### src/rtl/beta_fetch_unit_if.sv
// Instruction-memory request/response bus used by the Bourbon fetch stage.
// One request outstanding at a time: req/addr until gnt, then a single rvalid.
interface beta_fetch_unit_if #(
    parameter int DataWidth = 32
);
    logic                 req;
    logic [DataWidth-1:0] addr;
    logic                 gnt;
    logic                 rvalid;
    logic [DataWidth-1:0] rdata;
    logic                 err;

    modport master (
        output req,
        output addr,
        input  gnt,
        input  rvalid,
        input  rdata,
        input  err
    );

    modport slave (
        input  req,
        input  addr,
        output gnt,
        output rvalid,
        output rdata,
        output err
    );
endinterface

### src/rtl/beta_fetch_unit.sv
// Instruction fetch stage of the Bourbon pipeline: holds the PC, fetches one word
// at a time from instruction memory and hands it to decode; honours redirects.
module beta_fetch_unit #(
    parameter int                   DataWidth     = 32,
    parameter logic [DataWidth-1:0] BootAddr      = '0,
    parameter int                   TimeoutCycles = 16
) (
    input  logic                 clk_i,
    input  logic                 rst_i,
    input  logic                 fetch_en_i,
    output logic                 busy_o,
    input  logic                 redirect_i,
    input  logic [DataWidth-1:0] redirect_addr_i,
    input  logic                 instr_ack_i,
    output logic [DataWidth-1:0] instr_o,
    output logic [DataWidth-1:0] instr_pc_o,
    output logic                 instr_valid_o,
    beta_fetch_unit_if.master    imem,
    output logic                 fault_o
);

    localparam int                   CntWidth = $clog2(TimeoutCycles + 1);
    localparam logic [DataWidth-1:0] NopInstr = DataWidth'(32'h0000_0013);
    localparam logic [CntWidth-1:0]  CntLast  = CntWidth'(TimeoutCycles - 1);

    typedef enum logic [1:0] {
        IDLE,
        REQ,
        WAIT,
        DROP
    } state_t;

    state_t               state_reg, state_next;
    logic [DataWidth-1:0] pc_reg, pc_next;
    logic [DataWidth-1:0] addr_reg, addr_next;
    logic [DataWidth-1:0] instr_reg, instr_next;
    logic [DataWidth-1:0] instr_pc_reg, instr_pc_next;
    logic                 valid_reg, valid_next;
    logic                 fault_reg, fault_next;
    logic                 drop_reg, drop_next;
    logic [CntWidth-1:0]  cnt_reg, cnt_next;

    logic [DataWidth-1:0] target;
    logic                 timeout;

    assign target  = redirect_addr_i & ~DataWidth'(3);
    assign timeout = (cnt_reg == CntLast);

    // addr_reg keeps the in-flight address stable even if a redirect moves the PC.
    assign busy_o        = (state_reg != IDLE);
    assign imem.req      = (state_reg == REQ);
    assign imem.addr     = (state_reg == REQ) ? addr_reg : pc_reg;
    assign instr_o       = instr_reg;
    assign instr_pc_o    = instr_pc_reg;
    assign instr_valid_o = valid_reg;
    assign fault_o       = fault_reg;

    always_ff @(posedge clk_i) begin
        if (rst_i) begin
            state_reg    <= IDLE;
            pc_reg       <= BootAddr;
            addr_reg     <= BootAddr;
            instr_reg    <= NopInstr;
            instr_pc_reg <= '0;
            valid_reg    <= 1'b0;
            fault_reg    <= 1'b0;
            drop_reg     <= 1'b0;
            cnt_reg      <= '0;
        end else begin
            state_reg    <= state_next;
            pc_reg       <= pc_next;
            addr_reg     <= addr_next;
            instr_reg    <= instr_next;
            instr_pc_reg <= instr_pc_next;
            valid_reg    <= valid_next;
            fault_reg    <= fault_next;
            drop_reg     <= drop_next;
            cnt_reg      <= cnt_next;
        end
    end

    always_comb begin
        state_next    = state_reg;
        pc_next       = pc_reg;
        addr_next     = addr_reg;
        instr_next    = instr_reg;
        instr_pc_next = instr_pc_reg;
        valid_next    = valid_reg;
        fault_next    = fault_reg;
        drop_next     = drop_reg;
        cnt_next      = cnt_reg;

        // An ack consumes the word; a response written this cycle overrides it below.
        if (instr_ack_i) begin
            valid_next = 1'b0;
        end

        case (state_reg)
            IDLE: begin
                if (fetch_en_i && !fault_reg && (redirect_i || !valid_reg || instr_ack_i)) begin
                    state_next = REQ;
                    addr_next  = redirect_i ? target : pc_reg;
                    drop_next  = 1'b0;
                end
            end
            REQ: begin
                if (redirect_i) begin
                    drop_next = 1'b1;
                end
                if (imem.gnt) begin
                    state_next = (drop_reg || redirect_i) ? DROP : WAIT;
                    cnt_next   = '0;
                end
            end
            WAIT: begin
                cnt_next = cnt_reg + CntWidth'(1);
                if (imem.rvalid) begin
                    state_next = IDLE;
                    if (!redirect_i) begin
                        if (imem.err) begin
                            fault_next = 1'b1;
                        end else begin
                            instr_next    = imem.rdata;
                            instr_pc_next = addr_reg;
                            valid_next    = 1'b1;
                            pc_next       = addr_reg + DataWidth'(4);
                        end
                    end
                end else if (timeout) begin
                    fault_next = 1'b1;
                    state_next = IDLE;
                end else if (redirect_i) begin
                    state_next = DROP;
                end
            end
            DROP: begin
                cnt_next = cnt_reg + CntWidth'(1);
                if (imem.rvalid) begin
                    state_next = IDLE;
                end else if (timeout) begin
                    fault_next = 1'b1;
                    state_next = IDLE;
                end
            end
            default: begin
                state_next = IDLE;
            end
        endcase

        if (redirect_i) begin
            valid_next = 1'b0;
            pc_next    = target;
        end
    end

endmodule
### src/flat_wrapper.sv
// flat-port wrapper written by rule: the top's interface ports become plain ports
module beta_fetch_unit_flat 
#(
    parameter int                   DataWidth     = 32,
    parameter logic [DataWidth-1:0] BootAddr      = '0,
    parameter int                   TimeoutCycles = 16
)
  (clk_i, rst_i, fetch_en_i, busy_o, redirect_i, redirect_addr_i, instr_ack_i, instr_o, instr_pc_o, instr_valid_o, fault_o, imem_req, imem_addr, imem_gnt, imem_rvalid, imem_rdata, imem_err);
  beta_fetch_unit_if #(.DataWidth(DataWidth)) imem_i ();
  input  logic clk_i;
  input  logic rst_i;
  input  logic fetch_en_i;
  output logic busy_o;
  input  logic redirect_i;
  input  logic [DataWidth-1:0] redirect_addr_i;
  input  logic instr_ack_i;
  output logic [DataWidth-1:0] instr_o;
  output logic [DataWidth-1:0] instr_pc_o;
  output logic instr_valid_o;
  output logic fault_o;
  output wire logic [$bits(imem_i.req)-1:0] imem_req;
  output wire logic [$bits(imem_i.addr)-1:0] imem_addr;
  input wire logic [$bits(imem_i.gnt)-1:0] imem_gnt;
  input wire logic [$bits(imem_i.rvalid)-1:0] imem_rvalid;
  input wire logic [$bits(imem_i.rdata)-1:0] imem_rdata;
  input wire logic [$bits(imem_i.err)-1:0] imem_err;
  assign imem_req = imem_i.req;
  assign imem_addr = imem_i.addr;
  assign imem_i.gnt = imem_gnt;
  assign imem_i.rvalid = imem_rvalid;
  assign imem_i.rdata = imem_rdata;
  assign imem_i.err = imem_err;
  beta_fetch_unit #(.DataWidth(DataWidth), .BootAddr(BootAddr), .TimeoutCycles(TimeoutCycles)) u_core (.clk_i(clk_i), .rst_i(rst_i), .fetch_en_i(fetch_en_i), .busy_o(busy_o), .redirect_i(redirect_i), .redirect_addr_i(redirect_addr_i), .instr_ack_i(instr_ack_i), .instr_o(instr_o), .instr_pc_o(instr_pc_o), .instr_valid_o(instr_valid_o), .imem(imem_i), .fault_o(fault_o));
endmodule
### config.mk
export PLATFORM = sky130hd
export DESIGN_NAME = beta_fetch_unit_flat
export DESIGN_NICKNAME = d
export VERILOG_FILES = /design/src/rtl/beta_fetch_unit_if.sv /design/src/rtl/beta_fetch_unit.sv /design/src/flat_wrapper.sv
export SDC_FILE = /design/constraint.sdc
export NUM_CORES = 1
export LEC_CHECK = 0
export ABC_AREA = 1
export BUFFER_PORTS_ARGS = -buffer_cell sky130_fd_sc_hd__buf_2
export CORE_AREA = 5 5 124 126
export CTS_CLUSTER_DIAMETER = 200
export CTS_CLUSTER_SIZE = 20
export DETAILED_ROUTE_END_ITERATION = 10
export DIE_AREA = 0 0 129 131
export PLACE_DENSITY = 0.76
export SETUP_SLACK_MARGIN = 0.5
export SLEW_MARGIN = 30
export SYNTH_ARGS = -nofsm -noshare
export SYNTH_HDL_FRONTEND = slang
export SYNTH_SLANG_ARGS = --single-unit
export TNS_END_PERCENT = 100
### constraint.sdc
create_clock -name clk_i -period 1.4 [get_ports clk_i]
set_clock_uncertainty 0.1 [all_clocks]
set_input_delay 0.14 -clock clk_i [delete_from_list [all_inputs] [get_ports clk_i]]
set_output_delay 0.14 -clock clk_i [all_outputs]
set_load 0.02 [all_outputs]
==> results of run 1 <==
[logic make-up after synthesis]
family | after synthesis
AND/OR/NAND/NOR | 404
buffers and inverters | 182
adder cells (fa/ha/maj) | 3
AO/OA/AOI/OAI | 263
flip-flops | 138
[timing repair]
item                       4_1_cts
gates resized for setup        558
pin swaps                       67
setup endpoints to repair      238
hold endpoints to repair        64
cloned                          36
hold buffers                    41
buffers inserted                69
[per-stage QoR]
step / hold WS, ns / util [%] / instance area [um^2]
after global placement: 0.256 / 64.9 / 9210
after floorplan: 0.166 / - / 7550
after CTS: -0.103 / 94.9 / 13500
after detailed placement: 0.265 / 64.9 / 9210
==> results_dict.tcl, run 1 <==
set metrics [dict create \
    status "stopped before the end" \
    stop_stage "5_1_grt" \
    error "[ERROR DPL-0038] Utilization greater than 100%, impossible to legalize" \
    synthAdderAreaFrac_pct 0.563 \
    num_rows 44 \
    cts_made_buffers 17 \
    synth_nets 1065 \
    synthFlopType "dfxtp_1" \
    ys_warn_count 0 \
    synth_xor_area_share_pct 0 \
    cts_max_path_buffers 2 \
    numClockSinks 138 \
    ys_async_sr_fraction_pct 0 \
    ys_top_cells_by_count "174 x nand2_1, 157 x o21ai_0, 138 x dfxtp_1" \
    synth.ff_latch_count 138 \
    muxShareOfSynthArea_pct 0 \
    netlist_area_um2 6670 \
    synth.avg_cell_area_um2 6.73 \
    h-tree-depth 4 \
    cts_root_buf "clkbuf_16" \
    synth.area.top_cells "dfxtp_1 41%, o21ai_0 12%, nand2_1 9.8%, nor2_1 7.0%, inv_1 6.6%" \
    synth_largest_area_cell "dfxtp_1" \
    start_util_pct 46.9 \
    worstEpCategory "output port" \
    die_w_um 129 \
    yosysSeqAreaShare_pct 41.4 \
    yosysMostFrequentCell "nand2_1" \
    postSynthCellCount 990 \
    post-place-cells 1400 \
    synth_top_area_share_pct 41.4 \
    dp_hpwl_um 15100 \
    synth_compound_area_share_pct 20.8 \
    ios 172 \
    grt_max_degree 55 \
    dp_slack_ns -0.135 \
    synth_edf_count 0 \
    synth_top_family_by_area "simple AND/OR/NAND/NOR gates" \
    postGrtWorstEndpoint "imem_addr[16]" \
    die_h_um 131 \
    globalplace.congestion 0.845 \
    ys_types 35 \
    synthSimpleGateAreaFrac_pct 25.9 \
    io_buffers 169 \
]
==> run 2, diff against run 1 <==
CORE_AREA = 5 5 145 147   (was 5 5 124 126)
CTS_CLUSTER_DIAMETER = default   (was 200)
CTS_CLUSTER_SIZE = default   (was 20)
DIE_AREA = 0 0 150 152   (was 0 0 129 131)
PLACE_DENSITY = default   (was 0.76)
PLACE_DENSITY_LB_ADDON = 0.15   (was default)
SETUP_SLACK_MARGIN = default   (was 0.5)
clock period = 1.8 ns   (was 1.4 ns; I/O delays follow)
==> run 2 against run 1 <==
  * The flow now finishes, with violations (negative setup slack)
  * Synthesized cell count unchanged
  * Area after synthesis unchanged
==> results_dict.tcl, run 2 <==
set metrics [dict create \
    status "complete, but fails checks" \
    failed_checks "negative setup slack" \
    worstPathArrival_ns 1.62 \
    netlist_area_um2 6670 \
    clock_latency_ns 0.42 \
    grt_overflow 0 \
    tritoncts "done" \
    rsz0062_at_grt "yes" \
    whs_ns 0.0175 \
    antenna_found_initial 0 \
    drv_cap 0 \
    worst_slew_pin_slew_ns 0.447 \
    die-area_um2 22800 \
    num_rows 52 \
    synthToLayoutAreaGrowth_pct 51.4 \
    die_h_um 152 \
    synth_nets 1065 \
    grt_max_degree 59 \
    antenna_cells 0 \
    cts_root_buf "clkbuf_16" \
    crit_buf_inv 5 \
    numClockSinks 138 \
    synth.area.top_cells "dfxtp_1 41%, o21ai_0 12%, nand2_1 9.8%, nor2_1 7.0%, inv_1 6.6%" \
    fin_crit_sh_pct 106 \
    cp_max_fo 7 \
    wl_per_cell_um 15.1 \
    hold_viol_final 0 \
    ios 172 \
    crit_family "buffers and inverters" \
    drive_above_1_share_pct 27.9 \
    yosysMostFrequentCell "nand2_1" \
    ys_warn_count 0 \
    hold_class "in -> reg" \
    antenna_left 0 \
    synth_top_area_share_pct 41.4 \
    cp.required_ns 1.52 \
    start_util_pct 33.7 \
    io_buffers 169 \
    critPathLaunchType "flip-flop" \
    h-tree-depth 4 \
    first_global_vias 7229 \
    globalplace.congestion 0.813 \
    cp-end-kind "output port" \
    ir_worst_vdd_mv 0.720 \
    power_density_nw_per_um2 1090 \
    synth_largest_area_cell "dfxtp_1" \
    ys_async_sr_fraction_pct 0 \
    ys_top_cells_by_count "174 x nand2_1, 157 x o21ai_0, 138 x dfxtp_1" \
    routed_wl_um 23000 \
    dp_slack_ns 0.0649 \
    ys_types 35 \
    max_stage_delay_ns 0.36 \
    path_clk_slew_ns 0.06 \
    fmax_mhz 525 \
    fin_crit_ns 1.90 \
    synthFlopType "dfxtp_1" \
    synth_edf_count 0 \
    via_count 7307 \
    core_um2 19800 \
    drt-initial-drc-count 319 \
    slew-limit-headroom_pct 70.2 \
    postSynthCellCount 990 \
    dp_hpwl_um 15000 \
    drc 0 \
    cts_made_buffers 17 \
    track_usage_pct 20.1 \
    slowest_stage "dfxtp_4" \
    synth.avg_cell_area_um2 6.73 \
    final_common_cell "nand2_1" \
    nets 1310 \
    yosysSeqAreaShare_pct 41.4 \
    die_w_um 150 \
    first_pass_iters 5 \
    cpMostUsedCell "buf_12" \
    setup_viol 26 \
    final_cell_mix "148 x nand2_1, 137 x buf_2, 133 x dfxtp_1" \
    p_leak_nw 4.64 \
    slew_viol_final 0 \
    cts_max_path_buffers 2 \
    vias_per_cell 4.81 \
    synth.ff_latch_count 138 \
    cp_cell_sequence "inv_4, nor2_4, buf_12, buf_12, buf_16, nand2_4, o21ai_2, buf_6" \
    setup_ws_ns -0.104 \
    grt_pass1_wl_um 37100 \
    crit_type "reg -> out" \
]
-- run 2: metal layers --
layer | global-route usage, % | up-vias | wire, um
met1 | 25.9 | 3368 | 10500
met5 | 0 | - | 0
met4 | 5.05 | 0 | 321
met2 | 32.4 | 179 | 10600
met3 | 6.55 | 22 | 1520
li1 | - | 3738 | -
-- run 2: cells by family after synthesis --
kind of cell / Yosys count / synth area share [%]
and+or+nand+nor: 404 / 25.9
AOI/OAI and AO/OA: 263 / 20.8
buffers and inverters: 182 / 11.3
DFF: 138 / 41.4
adders and majority gates: 3 / 0.563
-- run 2: per-stage QoR --
step                area (um^2)  utilization, %  cells  power [mW]  setup TNS, ns
CTS                        9840            49.8   1514        10.9          -2.04
floorplan                  6670               -    990        4.86              0
global placement           8020            40.5   1415        5.70              0
finish                    10100            51.1   1518        11.0          -1.24
global route              10100            51.1   1518        11.5          -3.37
detailed placement         8020            40.5   1415        5.72              0
-- run 2: final timing paths --
kind         cells after the start  slack, ns                end                 from
max                              8      -0.10      imem_addr[14]  u_core.state_reg[0]
min                              5       0.02  u_core.pc_reg[13]  redirect_addr_i[13]
max reg2reg                     10       0.09  u_core.cnt_reg[3]  u_core.state_reg[0]
min reg2reg                      2       0.36  u_core.instr_o[1]    u_core.instr_o[1]
-- run 2: final cells by class --
class                   count  area [um^2]
inverters                 122          468
multi-input cells         670         3500
repair buffers            286         2330
fillers                  2007         9680
well taps                 270          338
clock buffers              18          439
flip-flops and latches    138         2780
clock inverters            14          243
-- run 2: worst min-delay path: cells and delay by family --
kind | cells | cell delay (ns)
buf+inv | 2 | 0.13
simple gates | 2 | 0.15
compound gates | 1 | 0.07
-- run 2: what timing repair did --
action,4_1_cts,5_1_grt
gates resized for setup,142,59
endpoints found under the setup margin,33,80
setup buffers,11,3
hold buffers,53,0
cloned,4,1
endpoints found under the hold margin,55,0
pin swaps,1,5
-- run 2: report_power, final --
part / internal (mW) / switching, mW
clock network: 2.65 / 1.42
registers: 3.33 / 0.289
logic: 1.49 / 1.84
total: 7.48 / 3.55
Note: power is estimated with default switching activity, not from simulation.
==> run 3, diff against run 2 <==
RECOVER_POWER = 100   (was default)
SLEW_MARGIN = 20   (was 30)
clock period = 1.6 ns   (was 1.8 ns; I/O delays follow)
==> run 3 against run 2 <==
  * The run still ends with negative setup slack left
  * Power rose by 16%
  * Largest cell class unchanged
  * Via count rose by 7.6%
  * Largest power group is now combinational logic
  * Final cell count rose by 6.0%
  * Critical path type unchanged
  * First-iteration DRC count rose by 18%
  * Clock power rose by 4%
  * Register-to-register slack got worse by 0.32 ns
  * Cell area rose by 12%
  * Combinational power rose by 37%
  * Die area did not move
  * Clock-buffer cell count rose by 1
==> results_dict.tcl, run 3 (synthesis gave the netlist of run 2 again) <==
set metrics [dict create \
    synthToLayoutAreaGrowth_pct 69.8 \
    slew_viol_final 0 \
    final_cell_mix "138 x nand2_1, 127 x dfxtp_1, 113 x inv_1" \
    routed_wl_um 26000 \
    fill_cells 1883 \
    clock_latency_ns 0.43 \
    grt_max_degree 44 \
    die_w_um 150 \
    hold_viol_final 0 \
    antenna_found_initial 0 \
    grt_overflow 0 \
    start_util_pct 33.7 \
    drive_above_1_share_pct 33.5 \
    setup_viol 130 \
    dp_slack_ns -0.183 \
    cts_root_buf "clkbuf_16" \
    antenna_left 0 \
    tritoncts "done" \
    p_leak_nw 4.97 \
    p_switching_mw 4.35 \
    worst_slew_pin_slew_ns 0.472 \
    grt_pass1_wl_um 38500 \
    h-tree-depth 4 \
    total_power_mw 12.8 \
    cts_made_buffers 17 \
    cts_max_path_buffers 2 \
    p_comb_share_pct 35.6 \
    pwr-share-clk_pct 33.0 \
    fin_tns_setup_ns -18.97 \
    status "complete, but fails checks" \
    setup_ws_ns -0.365 \
    core_um2 19800 \
    cp-end-kind "output port" \
    drc 0 \
    drt-initial-drc-count 376 \
    drv_cap 0 \
    worstPathArrival_ns 1.70 \
    final_common_cell "nand2_1" \
    p_seq_share_pct 31.4 \
    antenna_cells 0 \
    num_rows 52 \
    slew-limit-headroom_pct 68.7 \
    first_global_vias 7540 \
    swShare_pct 33.9 \
    fmax_mhz 509 \
    nets 1401 \
    cell_internal_pwr_mw 8.48 \
    ir_worst_vdd_mv 0.766 \
    power_density_nw_per_um2 1130 \
    whs_ns 0.0174 \
    path_clk_slew_ns 0.06 \
    failed_checks "negative setup slack" \
    critPathLaunchType "flip-flop" \
    io_buffers 169 \
    dp_hpwl_um 15600 \
    cp_max_fo 6 \
    globalplace.congestion 0.838 \
    numClockSinks 138 \
    fin_crit_sh_pct 123 \
    wl_per_cell_um 16.1 \
    cp.required_ns 1.34 \
    vias_per_cell 4.89 \
    fin_crit_ns 1.96 \
    rsz0062_at_grt "yes" \
    first_pass_iters 5 \
    crit_type "reg -> out" \
    die_h_um 152 \
    ios 172 \
    via_count 7861 \
    hold_class "in -> reg" \
    track_usage_pct 20.9 \
    die-area_um2 22800 \
]
[run 3: cell count changes in the layout (fill, tap and decap cells not counted), sizes merged]
| cell | delta |
|---|---|
| buf | +8 |
| bufbuf | +2 |
| bufinv | -2 |
| clkbuf | +76 |
| clkinv | +5 |
| clkinvlp | -2 |
| dlygate4sd3 | +6 |
| inv | -2 |
[run 3: stage by stage]
| stage | std cells | utilization (%) | area, um^2 |
|---|---|---|---|
| final | 1609 | 57.3 | 11300 |
| after global routing | 1609 | 57.3 | 11300 |
| after CTS | 1588 | 53.3 | 10500 |
| after detailed placement | 1473 | 43.0 | 8510 |
| after global placement | 1473 | 43.0 | 8510 |
| after floorplan | 990 | - | 6670 |
[run 3: power by group through the flow]
stage	sequential, mW	combinational (mW)	clock, mW
3_5_place_dp	4.04	2.74	0
3_3_place_gp	4.03	2.74	0
6_report	4.03	4.57	4.24
2_1_floorplan	4.07	1.40	0
4_1_cts	3.98	3.87	4.27
5_1_grt	4.07	4.85	4.46
[run 3: metal layers]
metal	vias to the layer above	share of wire (%)	GRT usage [%]
li1	3928	-	-
met1	3681	44	26.9
met2	229	48	34.3
met3	23	6.1	5.87
met4	0	1.4	5.62
met5	-	0	0
[run 3: cell type report]
class,count,area [um^2],share of cell area (%)
well taps,270,338,2.98
repair buffers,377,3270,28.9
clock inverters,13,175,1.55
flip-flops and latches,138,2780,24.5
inverters,122,483,4.26
multi-input cells,670,3840,33.9
clock buffers,19,443,3.91
[run 3: path summary, 6_finish.rpt]
kind | from | slack (ns) | to | cells after the start
worst min register to register | u_core.cnt_reg[4] | 0.36 | u_core.cnt_reg[4] | 2
worst max-delay path | u_core.state_reg[1] | -0.36 | imem_addr[9] | 7
worst min-delay path | redirect_addr_i[17] | 0.02 | u_core.pc_reg[17] | 5
worst max register to register | u_core.state_reg[1] | -0.23 | u_core.instr_pc_o[8] | 10
[run 3: critical path, cell delays in order (launching register included)]
cell and delay, ns:
dfxtp_4 0.35, buf_6 0.12, nor2_4 0.20, buf_8 0.18
clkbuf_16 0.17, nand2_4 0.04, o21ai_2 0.07, buf_6 0.14
[run 3: repair_timing]
action                                  CTS  global route
cloned                                    6            13
setup buffers                            20            12
endpoints found under the hold margin    61             0
gates resized for setup                 174           197
pin swaps                                 9            31
hold buffers                             59             0
endpoints found under the setup margin   97           161
